===== config.mk =====
export PLATFORM = sky130hd
export DESIGN_NAME = clkdiv_monitor
export DESIGN_NICKNAME = d
export VERILOG_FILES = /design/src/rtl/clkdiv_monitor.sv
export SDC_FILE = /design/constraint.sdc
export NUM_CORES = 1
export LEC_CHECK = 0
export CORE_ASPECT_RATIO = 1.2
export CORE_MARGIN = 2
export CORE_UTILIZATION = 45
export DETAILED_ROUTE_END_ITERATION = 7
export GPL_ROUTABILITY_DRIVEN = 0
export PLACE_DENSITY = 0.67
export SLEW_MARGIN = 20
export SYNTH_ARGS = -nofsm -noshare
export SYNTH_HDL_FRONTEND = slang
export SYNTH_SLANG_ARGS = --single-unit

===== constraint.sdc =====
create_clock -name clk -period 3.85 [get_ports clk]
set_input_delay 0.77 -clock clk [delete_from_list [all_inputs] [get_ports clk]]
set_output_delay 0.77 -clock clk [all_outputs]
set_load 0.05 [all_outputs]

===== src/rtl/clkdiv_monitor.sv =====
// clkdiv_monitor: measures the period and high time of a divided clock
// (div_in) in clk cycles, locks after LOCK_COUNT consecutive matching periods
// and flags period/duty mismatches or a stalled div_in while locked.
module clkdiv_monitor #(
   parameter int CNT_W      = 8,
   parameter int LOCK_COUNT = 4
) (
   input  logic             clk,
   input  logic             reset,
   input  logic             enable,
   input  logic             div_in,
   input  logic [CNT_W-1:0] expected_period,
   output logic             rise_pulse,
   output logic             fall_pulse,
   output logic [CNT_W-1:0] period_out,
   output logic             period_valid,
   output logic             locked,
   output logic             error,
   output logic [7:0]       err_count
);

   typedef enum logic [1:0] {
      IDLE   = 2'd0,
      ARM    = 2'd1,
      TRACK  = 2'd2,
      LOCKED = 2'd3
   } state_t;

   localparam logic [CNT_W-1:0] CNT_MAX = '1;
   localparam logic [2:0]       LOCK_N  = 3'(LOCK_COUNT);

   // Saturating increment for the CNT_W-wide counters.
   function automatic logic [CNT_W-1:0] sat_inc(input logic [CNT_W-1:0] v);
      return (v == CNT_MAX) ? v : v + CNT_W'(1);
   endfunction

   // Saturating increment for the 8-bit error counter.
   function automatic logic [7:0] sat_inc8(input logic [7:0] v);
      return (v == 8'hFF) ? v : v + 8'd1;
   endfunction

   state_t           state;
   logic             prev;
   logic [CNT_W-1:0] per_cnt;
   logic [CNT_W-1:0] hi_cnt;
   logic [CNT_W-1:0] high_time;
   logic [2:0]       match_cnt;

   logic             rise;
   logic             fall;
   logic             timeout;
   logic             match;
   logic [CNT_W-1:0] period_meas;
   logic [CNT_W-1:0] half_exp;
   logic [2:0]       match_next;

   assign rise        = div_in & ~prev;
   assign fall        = ~div_in & prev;
   assign timeout     = (per_cnt == CNT_MAX);
   assign period_meas = sat_inc(per_cnt);
   assign half_exp    = expected_period >> 1;
   // Odd expected periods cannot have an exact 50% duty, so only the period is compared.
   assign match       = (period_meas == expected_period) &&
                        (expected_period[0] || (high_time == half_exp));
   assign match_next  = match_cnt + 3'd1;

   // Edge detection, period/high-time measurement and lock FSM with registered outputs.
   always_ff @(posedge clk or posedge reset) begin
      if (reset) begin
         state        <= IDLE;
         prev         <= 1'b0;
         per_cnt      <= '0;
         hi_cnt       <= '0;
         high_time    <= '0;
         match_cnt    <= 3'd0;
         rise_pulse   <= 1'b0;
         fall_pulse   <= 1'b0;
         period_out   <= '0;
         period_valid <= 1'b0;
         locked       <= 1'b0;
         error        <= 1'b0;
         err_count    <= 8'd0;
      end else begin
         prev         <= div_in;
         rise_pulse   <= 1'b0;
         fall_pulse   <= 1'b0;
         period_valid <= 1'b0;
         error        <= 1'b0;
         if (!enable) begin
            // Disable wins over any edge, match or timeout seen this cycle.
            state     <= IDLE;
            per_cnt   <= '0;
            hi_cnt    <= '0;
            match_cnt <= 3'd0;
            locked    <= 1'b0;
         end else begin
            if (state == IDLE) begin
               per_cnt   <= '0;
               hi_cnt    <= '0;
               match_cnt <= 3'd0;
            end else begin
               rise_pulse <= rise;
               fall_pulse <= fall;
               per_cnt    <= rise ? '0 : sat_inc(per_cnt);
               if (rise)
                  hi_cnt <= CNT_W'(1);
               else if (div_in)
                  hi_cnt <= sat_inc(hi_cnt);
               if (fall)
                  high_time <= hi_cnt;
            end
            case (state)
               IDLE: begin
                  state <= ARM;
               end
               ARM: begin
                  // The first rise only starts a period; nothing is measured yet.
                  if (rise)
                     state <= TRACK;
               end
               TRACK: begin
                  if (timeout) begin
                     state     <= ARM;
                     match_cnt <= 3'd0;
                  end else if (rise) begin
                     period_valid <= 1'b1;
                     period_out   <= period_meas;
                     if (match) begin
                        match_cnt <= match_next;
                        if (match_next >= LOCK_N) begin
                           state  <= LOCKED;
                           locked <= 1'b1;
                        end
                     end else begin
                        match_cnt <= 3'd0;
                     end
                  end
               end
               LOCKED: begin
                  if (timeout) begin
                     state     <= ARM;
                     locked    <= 1'b0;
                     error     <= 1'b1;
                     err_count <= sat_inc8(err_count);
                     match_cnt <= 3'd0;
                  end else if (rise) begin
                     period_valid <= 1'b1;
                     period_out   <= period_meas;
                     if (!match) begin
                        state     <= TRACK;
                        locked    <= 1'b0;
                        error     <= 1'b1;
                        err_count <= sat_inc8(err_count);
                        match_cnt <= 3'd0;
                     end
                  end
               end
               default: state <= IDLE;
            endcase
         end
      end
   end

endmodule


==> flow_summary.yaml, run 1 <==
placement:
  pre_cts_slack_ns: 0.4899
  dp_hpwl_um: 3961
  portBuffers: 32
floorplan:
  die_area_sq_mm: 0.006793
  start_util_pct: 46.31
  core.rowCount: 31
  die_y_um: 89.89
  core_area_sq_mm: 0.005973
  ios: 33
  die_w_um: 75.58
timing:
  tightestPinTransition_ns: 0.8528
  clock.fmax_ghz: 0.3286
  fin_worst_skew_ns: 0.008702
  fin_ws_ns: 0.8066
  finalSetupTns_ns: 0
  slew_violations: 0
  rsz0062_at_grt: "false"
  post-route-period-util_pct: 79.05
  final_hold_viol_count: 0
  finalSetupViolCount: 0
  min_period_ns: 3.043
  max_slew_margin_pct: 43.15
clocking:
  hold_buffers: 0
  cts.path.max_buffers: 2
  cts_root_buffer: "clkbuf_8"
  post_cts_buffers: 0
  clkLatencyLatePin_ns: 0.30
  cts_sinks: 51
  htreeDepth: 2
  cts-resized-gates: 0
  cts.clk_slew.worst_paths_ns: 0.09
  cts_buffers: 5
  cts_tree: "built"
pwr:
  vdd_drop_max_v: 0.0001858
  powerDensity_mw_per_mm2: 332.1
  leakage_nw: 1.391
critical_path:
  critPathLaunchType: "input port"
  reg2reg_to: "err_count[1]$_DFFE_PP0P_"
  rr_startpoint: "per_cnt[0]$_DFF_PP0_"
  path_class: "input port to register"
  required_ns: 4.04
  ff2ff_path_depth: 9
  cp-end-kind: "register"
  crit_arrival_ns: 3.24
  r2r_slack_ns: 0.81
  cp_max_fo: 9
finish:
  num-fill-cells: 576
  final_common_cell: "dfrtp_1"
  syn_to_final_growth_pct: 17.01
  num_antenna_cells: 0
  final_cell_mix: "51 x dfrtp_1, 32 x clkdlybuf4s50_1, 30 x nand2_1"
  drive_gt1_share_pct: 11.48
  nets: 321
synthesis:
  yosysSeqAreaShare_pct: 46.13
  yosys_warnings: 0
  synth_seq_cells: 51
  async_flop_share_pct: 100.0
  synth_area_sq_mm: 0.002766
  synth-main-ff-cell: "dfrtp_1"
  synth_largest_area_cell: "dfrtp_1"
  syn_nets: 291
  syn_avg_cell_area_sq_um: 10.06
  ys_types: 60
  synth_cells: 275
  synth_top_area_share_pct: 46.13
  synth_area_leaders: "dfrtp_1 46%, o21ai_0 4.2%, xnor2_1 4.1%, nand2_1 4.1%, mux2_2 3.3%"
  synth_edf_count: 0
detailed_routing:
  first_pass_iters: 4
  antenna_left: 0
  vias: 2161
  drc_errors: 0
  vias_per_cell: 5.584
  drt-total-wl_um: 5442
  first_iter_violations: 113
  wire_per_inst_um: 14.06
global_routing:
  track_usage_pct: 17.76
  first_global_vias: 2142
  grt_pass1_wl_um: 9625
  grt_max_degree: 52
  gr-total-overflow: 0
  antenna_found_initial: 0
hold_path:
  hold_start: "period_out[2]$_DFFE_PP0P_"
  holdPathStages: 2
  holdCritPathClass: "register to register"
  min_to: "period_out[2]$_DFFE_PP0P_"
flow_run:
  maxCapViolCount: 0
outcome:
  outcome: "finished clean"
-- registers in the layout (all words and copies together) (netlist names) --
name	count
period_out	8
hi_cnt	8
prev	1
high_time	8
match_cnt	3
locked	1
per_cnt	8
fall_pulse	1
error	1
period_valid	1
err_count	8
state	2
rise_pulse	1
-- through the flow --
| step | area (sq um) | hold slack [ns] | cells | total power [mW] | util [%] |
|---|---|---|---|---|---|
| 2_1_floorplan | 2766 | 0.4609 | 275 | 0.6721 | - |
| 3_3_place_gp | 3129 | 0.4597 | 380 | 0.7192 | 52.39 |
| 3_5_place_dp | 3129 | 0.4693 | 380 | 0.7206 | 52.39 |
| 4_1_cts | 3236 | 0.4905 | 387 | 1.091 | 54.17 |
| 5_1_grt | 3237 | 0.5172 | 387 | 1.130 | 54.19 |
| 6_report | 3237 | 0.4816 | 387 | 1.075 | 54.19 |
-- cells in the mapped netlist, types with 3 or more instances --
cell type,number
a211oi_1,3
a21oi_1,3
a31oi_1,4
and2_1,4
and3_1,6
buf_6,3
clkbuf_1,6
dfrtp_1,51
ha_1,4
inv_1,7
mux2_2,8
nand2_1,30
nand2b_1,3
nand3_1,8
nand4_1,8
nor2_1,24
nor3_1,6
o21ai_0,23
o31ai_1,4
xnor2_1,13
xor2_1,10
-- routing by layer --
layer	track usage, %	up-vias	share of wire (%)
met1	23.47	1044	43
met3	3.700	18	5.5
met2	27.39	61	48
met4	8.187	0	3.2
met5	0	-	0
li1	-	1038	-
-- how the worst max path moves through the flow --
| stage | startpoint | end | slack (ns) | depth (start not counted) |
|---|---|---|---|---|
| 5_1_grt | per_cnt[0]$_DFF_PP0_ | err_count[1]$_DFFE_PP0P_ | 0.55 | 9 |
| 2_1_floorplan | per_cnt[0]$_DFF_PP0_ | err_count[1]$_DFFE_PP0P_ | 1.19 | 10 |
| 3_5_place_dp | expected_period[6] | err_count[1]$_DFFE_PP0P_ | 0.49 | 9 |
| 6_report | expected_period[6] | err_count[1]$_DFFE_PP0P_ | 0.81 | 9 |
| 4_1_cts | per_cnt[0]$_DFF_PP0_ | err_count[1]$_DFFE_PP0P_ | 0.80 | 9 |
| 3_3_place_gp | expected_period[1] | err_count[1]$_DFFE_PP0P_ | 0.54 | 9 |
-- final cells by class --
class,count,area (sq um),area share (%)
inverter,7,27.53,0.8504
tap,82,102.6,3.170
timing repair buffer,35,342.8,10.59
sequential,51,1276,39.43
multi-input combinational,205,1381,42.67
clock inverter,2,37.54,1.160
clock buffer,5,68.82,2.126
-- power breakdown --
part | internal, mW | switching, mW | leakage (nW)
clock | 0.190 | 0.176 | 0.0502
sequential | 0.551 | 0.0166 | 0.702
combinational | 0.0560 | 0.0852 | 0.638
total | 0.797 | 0.278 | 1.39
-- kinds of logic after synthesis --
family,Yosys count,share of synthesized area [%]
compound gates,57,14.11
mux,11,4.523
flops,51,46.13
buf+inv,19,3.935
fa+ha+maj,4,1.809
simple gates,109,21.35
xor+xnor,24,8.141
-- critical path: stages --
cell	delay, ns
clkdlybuf4s50_1	0.50
xor2_1	0.20
nor4_1	0.26
a41o_1	0.21
o211ai_1	0.13
nor4_4	0.52
o21ai_4	0.18
nor2b_4	0.17
mux2_4	0.29
Power figures use the tool's default switching activity.
==> run 2: changes to the inputs <==
--- a/config.mk
+++ b/config.mk
@@ -10,7 +10,7 @@
 export CORE_UTILIZATION = 45
 export DETAILED_ROUTE_END_ITERATION = 7
 export GPL_ROUTABILITY_DRIVEN = 0
-export PLACE_DENSITY = 0.67
+export PLACE_DENSITY = 0.69
 export SLEW_MARGIN = 20
 export SYNTH_ARGS = -nofsm -noshare
 export SYNTH_HDL_FRONTEND = slang
==> constraint.sdc (replaced) <==
create_clock -name clk -period 2.7 [get_ports clk]
set_input_delay 0.54 -clock clk [delete_from_list [all_inputs] [get_ports clk]]
set_output_delay 0.54 -clock clk [all_outputs]
set_load 0.05 [all_outputs]
==> flow_summary.yaml, run 2 (synthesis gave the netlist of run 1 again) <==
pwr:
  vdd_drop_max_v: 0.0001966
  totalPowerFinal_mw: 1.479
  pwr-share-comb_pct: 14.7
  switchingPower_mw: 0.4183
  leakage_nw: 1.454
  clockPowerShare_pct: 30.8
  p_sw_share_pct: 28.29
  internal_power_mw: 1.060
  p_seq_share_pct: 54.5
  powerDensity_mw_per_mm2: 442.8
critical_path:
  cp-end-kind: "register"
  path_cells: "clkdlybuf4s50_1 -> xor2_1 -> nor4_1 -> a41o_1 -> o211ai_1 -> nor4_4 -> buf_4 -> nand4_1 -> a21boi_0 -> o21ai_0"
  required_ns: 2.90
  crit_arrival_ns: 2.75
  critPathSlowestCell: "clkdlybuf4s50_1"
  crit_path_max_incr_delay_ns: 0.49
  critPathLaunchType: "input port"
  path_class: "input port to register"
  cp_max_fo: 8
timing:
  fin_worst_skew_ns: 0.006074
  max_slew_margin_pct: 56.85
  rsz0062_at_grt: "false"
  fin_ws_ns: 0.1531
  min_period_ns: 2.547
  final_hold_viol_count: 0
  slew_violations: 0
  finalSetupViolCount: 0
  clock.fmax_ghz: 0.3926
  finalSetupTns_ns: 0
  post-route-period-util_pct: 94.33
  tightestPinTransition_ns: 0.6405
global_routing:
  gr-total-overflow: 0
  grt_max_degree: 25
  track_usage_pct: 18.88
  first_global_vias: 2146
  grt_pass1_wl_um: 10160
  antenna_found_initial: 0
floorplan:
  start_util_pct: 46.31
  core.rowCount: 31
  core_area_sq_mm: 0.005973
  die_area_sq_mm: 0.006793
  ios: 33
  die_y_um: 89.89
  die_w_um: 75.58
hold_path:
  holdCritPathClass: "register to register"
detailed_routing:
  wire_per_inst_um: 14.12
  first_pass_iters: 4
  antenna_left: 0
  drt-total-wl_um: 5690
  first_iter_violations: 100
  vias_per_cell: 5.419
  vias: 2184
  drc_errors: 0
clocking:
  htreeDepth: 2
  cts_tree: "built"
  cts.clk_slew.worst_paths_ns: 0.10
  post_cts_buffers: 0
  cts_sinks: 51
  cts_root_buffer: "clkbuf_8"
  cts_buffers: 5
  clkLatencyLatePin_ns: 0.31
  cts.path.max_buffers: 2
outcome:
  outcome: "finished clean"
placement:
  dp_hpwl_um: 4377
  pre_cts_slack_ns: -0.2472
  portBuffers: 32
finish:
  syn_to_final_growth_pct: 20.71
  utilization_pct: 55.91
  drive_gt1_share_pct: 16.51
  nets: 336
  final_common_cell: "dfrtp_1"
  final_cell_mix: "51 x dfrtp_1, 32 x clkdlybuf4s50_1, 30 x nand2_1"
  num_antenna_cells: 0
flow_run:
  maxCapViolCount: 0
## run 2: worst max-delay path: cells and delay by family
family                    cells  cell delay (ns)
AOI/OAI and AO/OA             4             0.64
xor gates and xnor gates      1             0.20
buffers and inverters         2             0.71
and+or+nand+nor               3             0.66
## run 2: power groups by stage
stage	clock, mW	sequential, mW	combinational (mW)
after floorplan	0	0.860	0.0987
after global placement	0	0.821	0.217
after detailed placement	0	0.822	0.219
after CTS	0.469	0.807	0.220
after global routing	0.510	0.811	0.239
final	0.456	0.806	0.217
## run 2: area by class of cell
class | count | area (sq um)
Clock buffer | 5 | 68.82
Tap cell | 82 | 102.6
Multi-Input combinational cell | 205 | 1386
Fill cell | 554 | 2634
Clock inverter | 3 | 23.77
Timing Repair Buffer | 50 | 455.4
Inverter | 7 | 26.28
Sequential cell | 51 | 1276
## run 2: worst paths after layout
| check | start | slack, ns | endpoint | depth (start not counted) |
|---|---|---|---|---|
| hold reg to reg | period_out[7]$_DFFE_PP0P_ | 0.48 | period_out[7]$_DFFE_PP0P_ | 2 |
| setup reg to reg | per_cnt[2]$_DFF_PP0_ | 0.16 | locked$_DFFE_PP0P_ | 9 |
| min in group asynchronous | reset | 0.57 | err_count[4]$_DFFE_PP0P_ | 2 |
| max in group asynchronous | reset | 1.53 | high_time[3]$_DFFE_PP0P_ | 3 |
| setup / recovery | expected_period[1] | 0.15 | locked$_DFFE_PP0P_ | 10 |
| hold / removal | period_out[7]$_DFFE_PP0P_ | 0.48 | period_out[7]$_DFFE_PP0P_ | 2 |
## run 2: per-layer routing
metal,GRT usage (%),vias to the layer above,share of wire (%)
li1,-,1074,-
met1,26.19,1062,45
met2,30.65,45,52
met3,3.139,3,2.8
met4,4.094,0,0.47
met5,0,-,0
## run 2: timing repair
item,CTS,global route
hold buffers,0,0
gates resized for setup,0,2
setup endpoints to repair,0,3
## run 2: stage by stage
step / hold slack [ns] / cells / cell area (sq um)
floorplan: 0.4609 / 275 / 2766
global placement: 0.4624 / 395 / 3242
detailed placement: 0.4695 / 395 / 3242
CTS: 0.4912 / 403 / 3334
global route: 0.5262 / 403 / 3339
finish: 0.4845 / 403 / 3339
==> run 3: changes to the inputs <==
--- a/config.mk
+++ b/config.mk
@@ -7,10 +7,10 @@
 export LEC_CHECK = 0
 export CORE_ASPECT_RATIO = 1.2
 export CORE_MARGIN = 2
-export CORE_UTILIZATION = 45
+export CORE_UTILIZATION = 50
 export DETAILED_ROUTE_END_ITERATION = 7
 export GPL_ROUTABILITY_DRIVEN = 0
-export PLACE_DENSITY = 0.69
+export PLACE_DENSITY = 0.76
 export SLEW_MARGIN = 20
 export SYNTH_ARGS = -nofsm -noshare
 export SYNTH_HDL_FRONTEND = slang
==> flow_summary.yaml, run 3 (synthesis gave the netlist of run 1 again) <==
critical_path:
  path_class: "register to register"
  r2r_slack_ns: 0.14
  required_ns: 2.88
  ff2ff_path_depth: 12
  critPathLaunchType: "register"
  cp_max_fo: 6
  cp-end-kind: "register"
  crit_arrival_ns: 2.74
  rr_startpoint: "per_cnt[1]$_DFF_PP0_"
  reg2reg_to: "locked$_DFFE_PP0P_"
floorplan:
  die_w_um: 71.90
  core_area_sq_mm: 0.005298
  die_area_sq_mm: 0.006146
  die_y_um: 85.48
  start_util_pct: 52.22
  core.rowCount: 29
  ios: 33
timing:
  finalSetupTns_ns: 0
  finalSetupViolCount: 0
  final_hold_viol_count: 0
  post-route-period-util_pct: 94.66
  min_period_ns: 2.556
  clock.fmax_ghz: 0.3913
  slew_violations: 0
  max_slew_margin_pct: 57.85
  fin_worst_skew_ns: 0.002008
  tightestPinTransition_ns: 0.6323
  fin_ws_ns: 0.1441
global_routing:
  met3_usage_pct: 2.969
  grtUsageMet2_pct: 32.91
  grt_pass1_wl_um: 9894
  first_global_vias: 2074
  top_usage_layer: "met2"
  grt_max_degree: 52
  gr-total-overflow: 0
  antenna_found_initial: 0
  track_usage_pct: 20.11
  met1_usage_pct: 27.22
pwr:
  leakage_nw: 1.491
  powerDensity_mw_per_mm2: 486.7
  vdd_drop_max_v: 0.0002791
detailed_routing:
  first_iter_violations: 187
  drt-total-wl_um: 5836
  first_pass_iters: 4
  vias_per_cell: 5.795
  antenna_left: 0
  vias: 2237
  wire_per_inst_um: 15.12
  drc_errors: 0
placement:
  pre_cts_slack_ns: -0.1683
  dp_hpwl_um: 4130
  portBuffers: 32
  place_inst: 376
finish:
  layout.cells.non_filler: 386
  utilization_pct: 64.12
  syn_to_final_growth_pct: 22.80
  num_antenna_cells: 0
  final_common_cell: "dfrtp_1"
  drive_gt1_share_pct: 17.90
  final_cell_mix: "49 x dfrtp_1, 32 x clkdlybuf4s50_1, 30 x nand2_1"
  nets: 339
  num-fill-cells: 444
clocking:
  clkLatencyLatePin_ns: 0.30
  cts.clk_slew.worst_paths_ns: 0.09
  cts_sinks: 51
  cts_root_buffer: "clkbuf_8"
  cts.path.max_buffers: 2
  cts_buffers: 5
  htreeDepth: 2
  cts_tree: "built"
hold_path:
  holdPathStages: 2
  holdCritPathClass: "register to register"
  min_to: "period_out[0]$_DFFE_PP0P_"
  hold_start: "period_out[0]$_DFFE_PP0P_"
outcome:
  outcome: "finished clean"
flow_run:
  maxCapViolCount: 0
run 3: cell count changes in the layout (fill, tap and decap cells not counted), moves of 2 or more:
| cell | change |
|---|---|
| buf_4 | +3 |
| bufinv_16 | +2 |
| clkinvlp_4 | -2 |
| dfrtp_1 | -2 |
| dfrtp_2 | +2 |
run 3: timing repair:
item,in CTS,in global routing
endpoints found under the hold margin,0,0
resized for setup,0,7
hold buffers,0,0
endpoints found under the setup margin,0,8
setup buffers,0,2
run 3: stage by stage:
| stage | cell area, sq um | hold WS, ns | power [mW] |
|---|---|---|---|
| after floorplan | 2766 | 0.4609 | 0.9584 |
| after global placement | 3224 | 0.4598 | 1.035 |
| after detailed placement | 3224 | 0.4699 | 1.039 |
| after CTS | 3357 | 0.4906 | 1.657 |
| after global routing | 3397 | 0.5172 | 1.715 |
| final | 3397 | 0.4812 | 1.653 |
run 3: worst max path at each step:
stage                                    end            startpoint  depth (start not counted)  slack [ns]
detailed placement        locked$_DFFE_PP0P_    expected_period[6]                         11       -0.17
global route              locked$_DFFE_PP0P_  per_cnt[1]$_DFF_PP0_                         12      -0.003
floorplan           err_count[1]$_DFFE_PP0P_  per_cnt[0]$_DFF_PP0_                         10        0.04
CTS                       locked$_DFFE_PP0P_  per_cnt[0]$_DFF_PP0_                         12       0.005
global placement    err_count[1]$_DFFE_PP0P_    expected_period[1]                         10       -0.06
finish                    locked$_DFFE_PP0P_  per_cnt[1]$_DFF_PP0_                         12        0.14
run 3: where the power goes:
group / switching (mW) / internal (mW)
sequential: 0.0234 / 0.786
clock: 0.254 / 0.370
combinational: 0.129 / 0.0911
run 3: worst max-delay path: stages, from the launching register on:
cell and delay (ns):
dfrtp_2 0.46, ha_4 0.19, buf_4 0.14, xnor2_1 0.15
o31a_1 0.23, xor2_1 0.19, o211ai_2 0.12, nor4_4 0.27
buf_4 0.18, buf_4 0.14, nand4_1 0.10, a21boi_1 0.15
o21ai_0 0.10
run 3: final cells by class:
type,instances,area (sq um),area share (%)
timing repair buffer,53,478.0,14.07
sequential,51,1279,37.64
tap,62,77.57,2.284
clock buffer,6,72.57,2.136
inverter,7,26.28,0.7735
multi-input combinational,205,1404,41.33
clock inverter,2,60.06,1.768
run 3: metal layers:
metal | routed length [um] | vias up
li1 | - | 1083
met1 | 2578 | 1072
met2 | 2901 | 74
met5 | 0 | -
met3 | 269 | 8
met4 | 87 | 0
